### src/rtl/register_file_pkg.sv
// Shared constants and types for the register file, writeback mux and controller.
package register_file_pkg;

    localparam int unsigned WIDTH = 16;
    localparam int unsigned NREGS = 8;
    localparam int unsigned AW    = $clog2(NREGS);

    typedef logic [AW-1:0]    reg_idx_t;
    typedef logic [WIDTH-1:0] word_t;
    typedef logic [NREGS-1:0] reg_mask_t;

    // One-hot select of a register index.
    function automatic reg_mask_t idx_onehot(input reg_idx_t idx);
        idx_onehot = reg_mask_t'(1) << idx;
    endfunction

endpackage

### src/rtl/register_file_if.sv
// Write/reserve/read bus between the datapath controller (master) and the register file (slave).
interface register_file_if;
    import register_file_pkg::*;

    word_t     data_in;
    reg_idx_t  writenum;
    logic      write;
    logic      reserve;
    reg_idx_t  reservenum;
    reg_idx_t  readnum_a;
    reg_idx_t  readnum_b;
    word_t     data_out_a;
    word_t     data_out_b;
    logic      pending_a;
    logic      pending_b;
    reg_mask_t pending_vec;
    logic [7:0] wr_count;

    modport master (
        output data_in, writenum, write, reserve, reservenum, readnum_a, readnum_b,
        input  data_out_a, data_out_b, pending_a, pending_b, pending_vec, wr_count
    );

    modport slave (
        input  data_in, writenum, write, reserve, reservenum, readnum_a, readnum_b,
        output data_out_a, data_out_b, pending_a, pending_b, pending_vec, wr_count
    );

endinterface

### src/rtl/regfile_reg.sv
// Load-enabled W-bit register with asynchronous active-high reset.
module regfile_reg #(
    parameter int unsigned W = 16
) (
    input  logic         clk,
    input  logic         reset,
    input  logic         load,
    input  logic [W-1:0] d,
    output logic [W-1:0] q
);

    always_ff @(posedge clk or posedge reset) begin
        if (reset)     q <= '0;
        else if (load) q <= d;
    end

endmodule

### src/rtl/register_file.sv
// 8x16 register file with two combinational read ports and a pending-write scoreboard.
// Optional same-cycle write-through forwarding when REGFILE_BYPASS_EN is defined.
module register_file
    import register_file_pkg::*;
(
    input  logic           clk,
    input  logic           reset,
    register_file_if.slave bus
);

    word_t      regs [NREGS];
    reg_mask_t  load_c;
    reg_mask_t  pending;
    reg_mask_t  pending_nxt_c;
    logic [7:0] wr_count;

    assign load_c = bus.write ? idx_onehot(bus.writenum) : '0;

    for (genvar i = 0; i < int'(NREGS); i++) begin : g_reg
        regfile_reg #(.W(WIDTH)) u_reg (
            .clk   (clk),
            .reset (reset),
            .load  (load_c[i]),
            .d     (bus.data_in),
            .q     (regs[i])
        );
    end

    // Retiring write clears the bit; a same-index reserve re-sets it afterwards.
    always_comb begin
        pending_nxt_c = pending;
        if (bus.write)   pending_nxt_c = pending_nxt_c & ~idx_onehot(bus.writenum);
        if (bus.reserve) pending_nxt_c = pending_nxt_c |  idx_onehot(bus.reservenum);
    end

    always_ff @(posedge clk or posedge reset) begin
        if (reset) begin
            pending  <= '0;
            wr_count <= '0;
        end else begin
            pending <= pending_nxt_c;
            if (bus.write) wr_count <= wr_count + 8'd1;
        end
    end

`ifdef REGFILE_BYPASS_EN
    logic fwd_a_c;
    logic fwd_b_c;
    logic rsv_a_c;
    logic rsv_b_c;

    // Forwarding is suppressed during reset so reads stay at zero.
    assign fwd_a_c = bus.write && !reset && (bus.writenum == bus.readnum_a);
    assign fwd_b_c = bus.write && !reset && (bus.writenum == bus.readnum_b);
    assign rsv_a_c = bus.reserve && (bus.reservenum == bus.readnum_a);
    assign rsv_b_c = bus.reserve && (bus.reservenum == bus.readnum_b);

    assign bus.data_out_a = fwd_a_c ? bus.data_in : regs[bus.readnum_a];
    assign bus.data_out_b = fwd_b_c ? bus.data_in : regs[bus.readnum_b];
    assign bus.pending_a  = fwd_a_c ? rsv_a_c     : pending[bus.readnum_a];
    assign bus.pending_b  = fwd_b_c ? rsv_b_c     : pending[bus.readnum_b];
`else
    assign bus.data_out_a = regs[bus.readnum_a];
    assign bus.data_out_b = regs[bus.readnum_b];
    assign bus.pending_a  = pending[bus.readnum_a];
    assign bus.pending_b  = pending[bus.readnum_b];
`endif

    assign bus.pending_vec = pending;
    assign bus.wr_count    = wr_count;

endmodule

### src/flat_wrapper.sv
// flat-port wrapper written by rule: the top's interface ports become plain ports
module register_file_flat import register_file_pkg::*;
  (clk, reset, bus_data_in, bus_writenum, bus_write, bus_reserve, bus_reservenum, bus_readnum_a, bus_readnum_b, bus_data_out_a, bus_data_out_b, bus_pending_a, bus_pending_b, bus_pending_vec, bus_wr_count);
  register_file_if bus_i ();
  input  logic clk;
  input  logic reset;
  input wire logic [$bits(bus_i.data_in)-1:0] bus_data_in;
  input wire logic [$bits(bus_i.writenum)-1:0] bus_writenum;
  input wire logic [$bits(bus_i.write)-1:0] bus_write;
  input wire logic [$bits(bus_i.reserve)-1:0] bus_reserve;
  input wire logic [$bits(bus_i.reservenum)-1:0] bus_reservenum;
  input wire logic [$bits(bus_i.readnum_a)-1:0] bus_readnum_a;
  input wire logic [$bits(bus_i.readnum_b)-1:0] bus_readnum_b;
  output wire logic [$bits(bus_i.data_out_a)-1:0] bus_data_out_a;
  output wire logic [$bits(bus_i.data_out_b)-1:0] bus_data_out_b;
  output wire logic [$bits(bus_i.pending_a)-1:0] bus_pending_a;
  output wire logic [$bits(bus_i.pending_b)-1:0] bus_pending_b;
  output wire logic [$bits(bus_i.pending_vec)-1:0] bus_pending_vec;
  output wire logic [$bits(bus_i.wr_count)-1:0] bus_wr_count;
  assign bus_i.data_in = bus_data_in;
  assign bus_i.writenum = bus_writenum;
  assign bus_i.write = bus_write;
  assign bus_i.reserve = bus_reserve;
  assign bus_i.reservenum = bus_reservenum;
  assign bus_i.readnum_a = bus_readnum_a;
  assign bus_i.readnum_b = bus_readnum_b;
  assign bus_data_out_a = bus_i.data_out_a;
  assign bus_data_out_b = bus_i.data_out_b;
  assign bus_pending_a = bus_i.pending_a;
  assign bus_pending_b = bus_i.pending_b;
  assign bus_pending_vec = bus_i.pending_vec;
  assign bus_wr_count = bus_i.wr_count;
  register_file u_core (.clk(clk), .reset(reset), .bus(bus_i));
endmodule
### config.mk
export PLATFORM = sky130hd
export DESIGN_NAME = register_file_flat
export DESIGN_NICKNAME = d
export VERILOG_FILES = /design/src/rtl/register_file_pkg.sv /design/src/rtl/register_file_if.sv /design/src/rtl/regfile_reg.sv /design/src/rtl/register_file.sv /design/src/flat_wrapper.sv
export SDC_FILE = /design/constraint.sdc
export NUM_CORES = 1
export LEC_CHECK = 0
export ABC_AREA = 1
export CORE_UTILIZATION = 36
export CTS_BUF_LIST = sky130_fd_sc_hd__clkbuf_8
export CTS_CLUSTER_SIZE = 14
export DETAILED_ROUTE_END_ITERATION = 12
export GPL_TIMING_DRIVEN = 0
export SYNTH_ARGS = -nofsm -noshare
export SYNTH_HDL_FRONTEND = slang
export SYNTH_SLANG_ARGS = --single-unit
### constraint.sdc
create_clock -name clk -period 5 [get_ports clk]
set_clock_uncertainty 0.1 [all_clocks]
set_input_delay 1 -clock clk [delete_from_list [all_inputs] [get_ports clk]]
set_output_delay 1 -clock clk [all_outputs]
set_load 0.02 [all_outputs]
==> reports/metrics.yaml <==
ioPinCount: 82
fmax_mhz: 247
hpwl_mm: 22.4
worst_slew_pin_slew_ns: 0.755
htreeDepth: 4
share_comb_of_total_power_pct: 30.2
synth_top_area_share_pct: 43.0
cp.arrival_ns: 2.95
wl_per_cell_um: 17.6
final_max_slew_viol_count: 0
netlist_top_cells_area: "dfrtp_1, nand2_1, nand3_1, o21ai_0, inv_1"
synth_area_um2: 8380
multi_input_area_um2: 3780
root_buffer: "clkbuf_8"
rows: 55
drt-total-wl_mm: 29.6
synth-seq-cells: 144
fillers: 2387
die_x_um: 155
dp_cells: 1648
synth.distinct_cells: 22
yosys.area.top_type: "dfrtp_1"
cp.required_ns: 3.90
peakVddDrop_mv: 0.264
antenna_found_initial: 0
tritoncts: "yes"
postCtsSetupRepairBufs: 0
cts_buffers: 17
run_status: "complete, no violations"
netSwitchingFraction_pct: 35.7
grt_overflow: 0
setup_violations: 0
timing.hold.ws_ns: 0.389
dr.pass1.iters: 7
grt_usage_pct: 25.8
antenna_cells: 0
clock_power_share_pct: 29.9
post-route-period-util_pct: 81.0
grt_pass1_wl_mm: 46.3
hold_viol: 0
slew_headroom_pct: 49.6
gp_congestion: 0.903
synth_nets: 1321
syn_to_final_growth_pct: 19.3
first_global_vias: 8378
core_um2: 22700
avgSynthCellArea_um2: 6.50
start_util_pct: 36.9
hold_class: "register to register"
seq_power_share_pct: 39.8
clk_pin_slew_ns: 0.09
grt_max_degree: 79
layout-drive-gt1-share_pct: 6.31
stdcell_count: 1680
crit_path_start_kind: "input port"
drc_errors: 0
fp.dieArea_um2: 23900
vias: 8711
drv_cap: 0
insertion_delay_ns: 0.46
power_mw: 3.88
cp_max_fo: 10
port_buffers: 74
first_iter_violations: 752
switchingPower_mw: 1.39
cts_buffer_depth: 2
die_h_um: 155
cellLeakagePower_nw: 5.39
ys_seq_area_share_pct: 43.0
cts_hold_buf: 0
fin_nets: 1415
syn_inst: 1288
period_needed_ns: 4.05
ctsResizeCount: 0
crit_type: "input port to output port"
vias_per_cell: 5.19
endpoint_kind: "output port"
final-seq-area_um2: 3600
rsz0062_at_grt: "no"
postRouteAntennaNets: 0
p_per_area_nw_per_um2: 389
p_int_mw: 2.50
yosys_warnings: 0
cts_sinks: 144
[layer usage]
layer	GRT usage [%]	vias up	routed length, µm
li1	-	4129	-
met3	4.57	64	2230
met1	34.9	4159	12800
met5	0	-	0
met4	10.2	0	970
met2	41.1	359	13600
[worst max-delay path, cell delays in order]
cell and delay [ns]:
buf_2 0.17, clkinv_1 0.22, clkbuf_1 0.44, nand3_1 0.20
nand2_1 0.09, nand2_1 0.05, nand2_1 0.15, clkdlybuf4s50_1 0.63
[power by group through the flow]
stage	combinational, mW	clock (mW)	sequential (mW)
detailed placement	1.17	0	1.56
CTS	1.17	1.18	1.54
global placement	1.15	0	1.56
finish	1.17	1.16	1.55
floorplan	0.694	0	1.59
global route	1.32	1.22	1.58
[path summary, 6_finish.rpt]
check / startpoint / end / slack, ns / cells after the start
worst max-delay path: bus_readnum_b[1] / bus_data_out_b[12] / 0.95 / 8
worst min-delay path: u_core.g_reg[5].u_reg.q[7] / u_core.g_reg[5].u_reg.q[7] / 0.39 / 2
worst max register to register: u_core.bus.wr_count[0] / u_core.bus.wr_count[6] / 3.67 / 6
worst min register to register: u_core.g_reg[5].u_reg.q[7] / u_core.g_reg[5].u_reg.q[7] / 0.39 / 2
max in group asynchronous: reset / u_core.g_reg[7].u_reg.q[9] / 3.03 / 3
min in group asynchronous: reset / u_core.g_reg[1].u_reg.q[3] / 0.96 / 2
[cells in the mapped netlist]
library cell,number
inv_2,4
clkinv_1,4
buf_2,37
xor2_1,4
ha_1,1
nor2_1,6
nor3_4,1
o21ai_0,124
buf_4,4
nor2_2,2
nand3b_1,1
clkbuf_2,3
nand2_2,3
nand3_1,144
inv_1,165
dfrtp_1,144
o21ai_1,10
nand2_1,597
nand4_1,1
clkbuf_1,29
o22ai_1,2
buf_1,2
[cells in the final DEF (no fill, tap or decap), types with 3 or more instances in the layout]
cell type,n
nand2_1,597
inv_1,164
nand3_1,144
dfrtp_1,144
o21ai_0,124
clkdlybuf4s50_1,74
buf_2,37
clkbuf_1,29
clkbuf_8,17
o21ai_1,10
nor2_1,6
bufinv_16,6
inv_6,5
buf_4,4
inv_2,4
clkinv_1,4
xor2_1,4
clkbuf_2,3
nand2_2,3
clkinvlp_4,3
[through the flow]
| step | cell area [µm²] | setup TNS [ns] | setup slack (ns) | utilization, % |
|---|---|---|---|---|
| 2_1_floorplan | 8380 | 0 | 0.0337 | - |
| 3_3_place_gp | 9470 | -318.95 | -2.23 | 41.7 |
| 3_5_place_dp | 9510 | 0 | 0.993 | 41.9 |
| 4_1_cts | 9990 | 0 | 0.989 | 44.0 |
| 5_1_grt | 9990 | 0 | 0.817 | 44.0 |
| 6_report | 9990 | 0 | 0.949 | 44.0 |
[state kept, by name (all words and copies together), names as in the netlist]
signal                  count
u_core.bus.pending_vec      8
u_core.bus.wr_count         8
u_core.g.u_reg.q          128
[logic make-up (layout without fill, tap and decap cells)]
family / after synthesis / after routing / share of synthesized area (%)
buffers and inverters: 248 / 355 / 11.9
XOR/XNOR: 4 / 4 / 0.418
AND/OR/NAND/NOR: 755 / 755 / 36.4
adder cells (fa/ha/maj): 1 / 1 / 0.149
flip-flops: 144 / 144 / 43.0
AO/OA/AOI/OAI: 136 / 136 / 8.16
[final cells by class]
cell class / instances / area share, %
tap: 285 / 3.57
clock buffer: 17 / 2.34
timing repair buffer: 75 / 7.69
inverter: 173 / 6.55
clock inverter: 15 / 2.55
buffer: 75 / 3.47
multi-input combinational: 896 / 37.8
sequential: 144 / 36.1
Power figures use the tool's default switching activity.
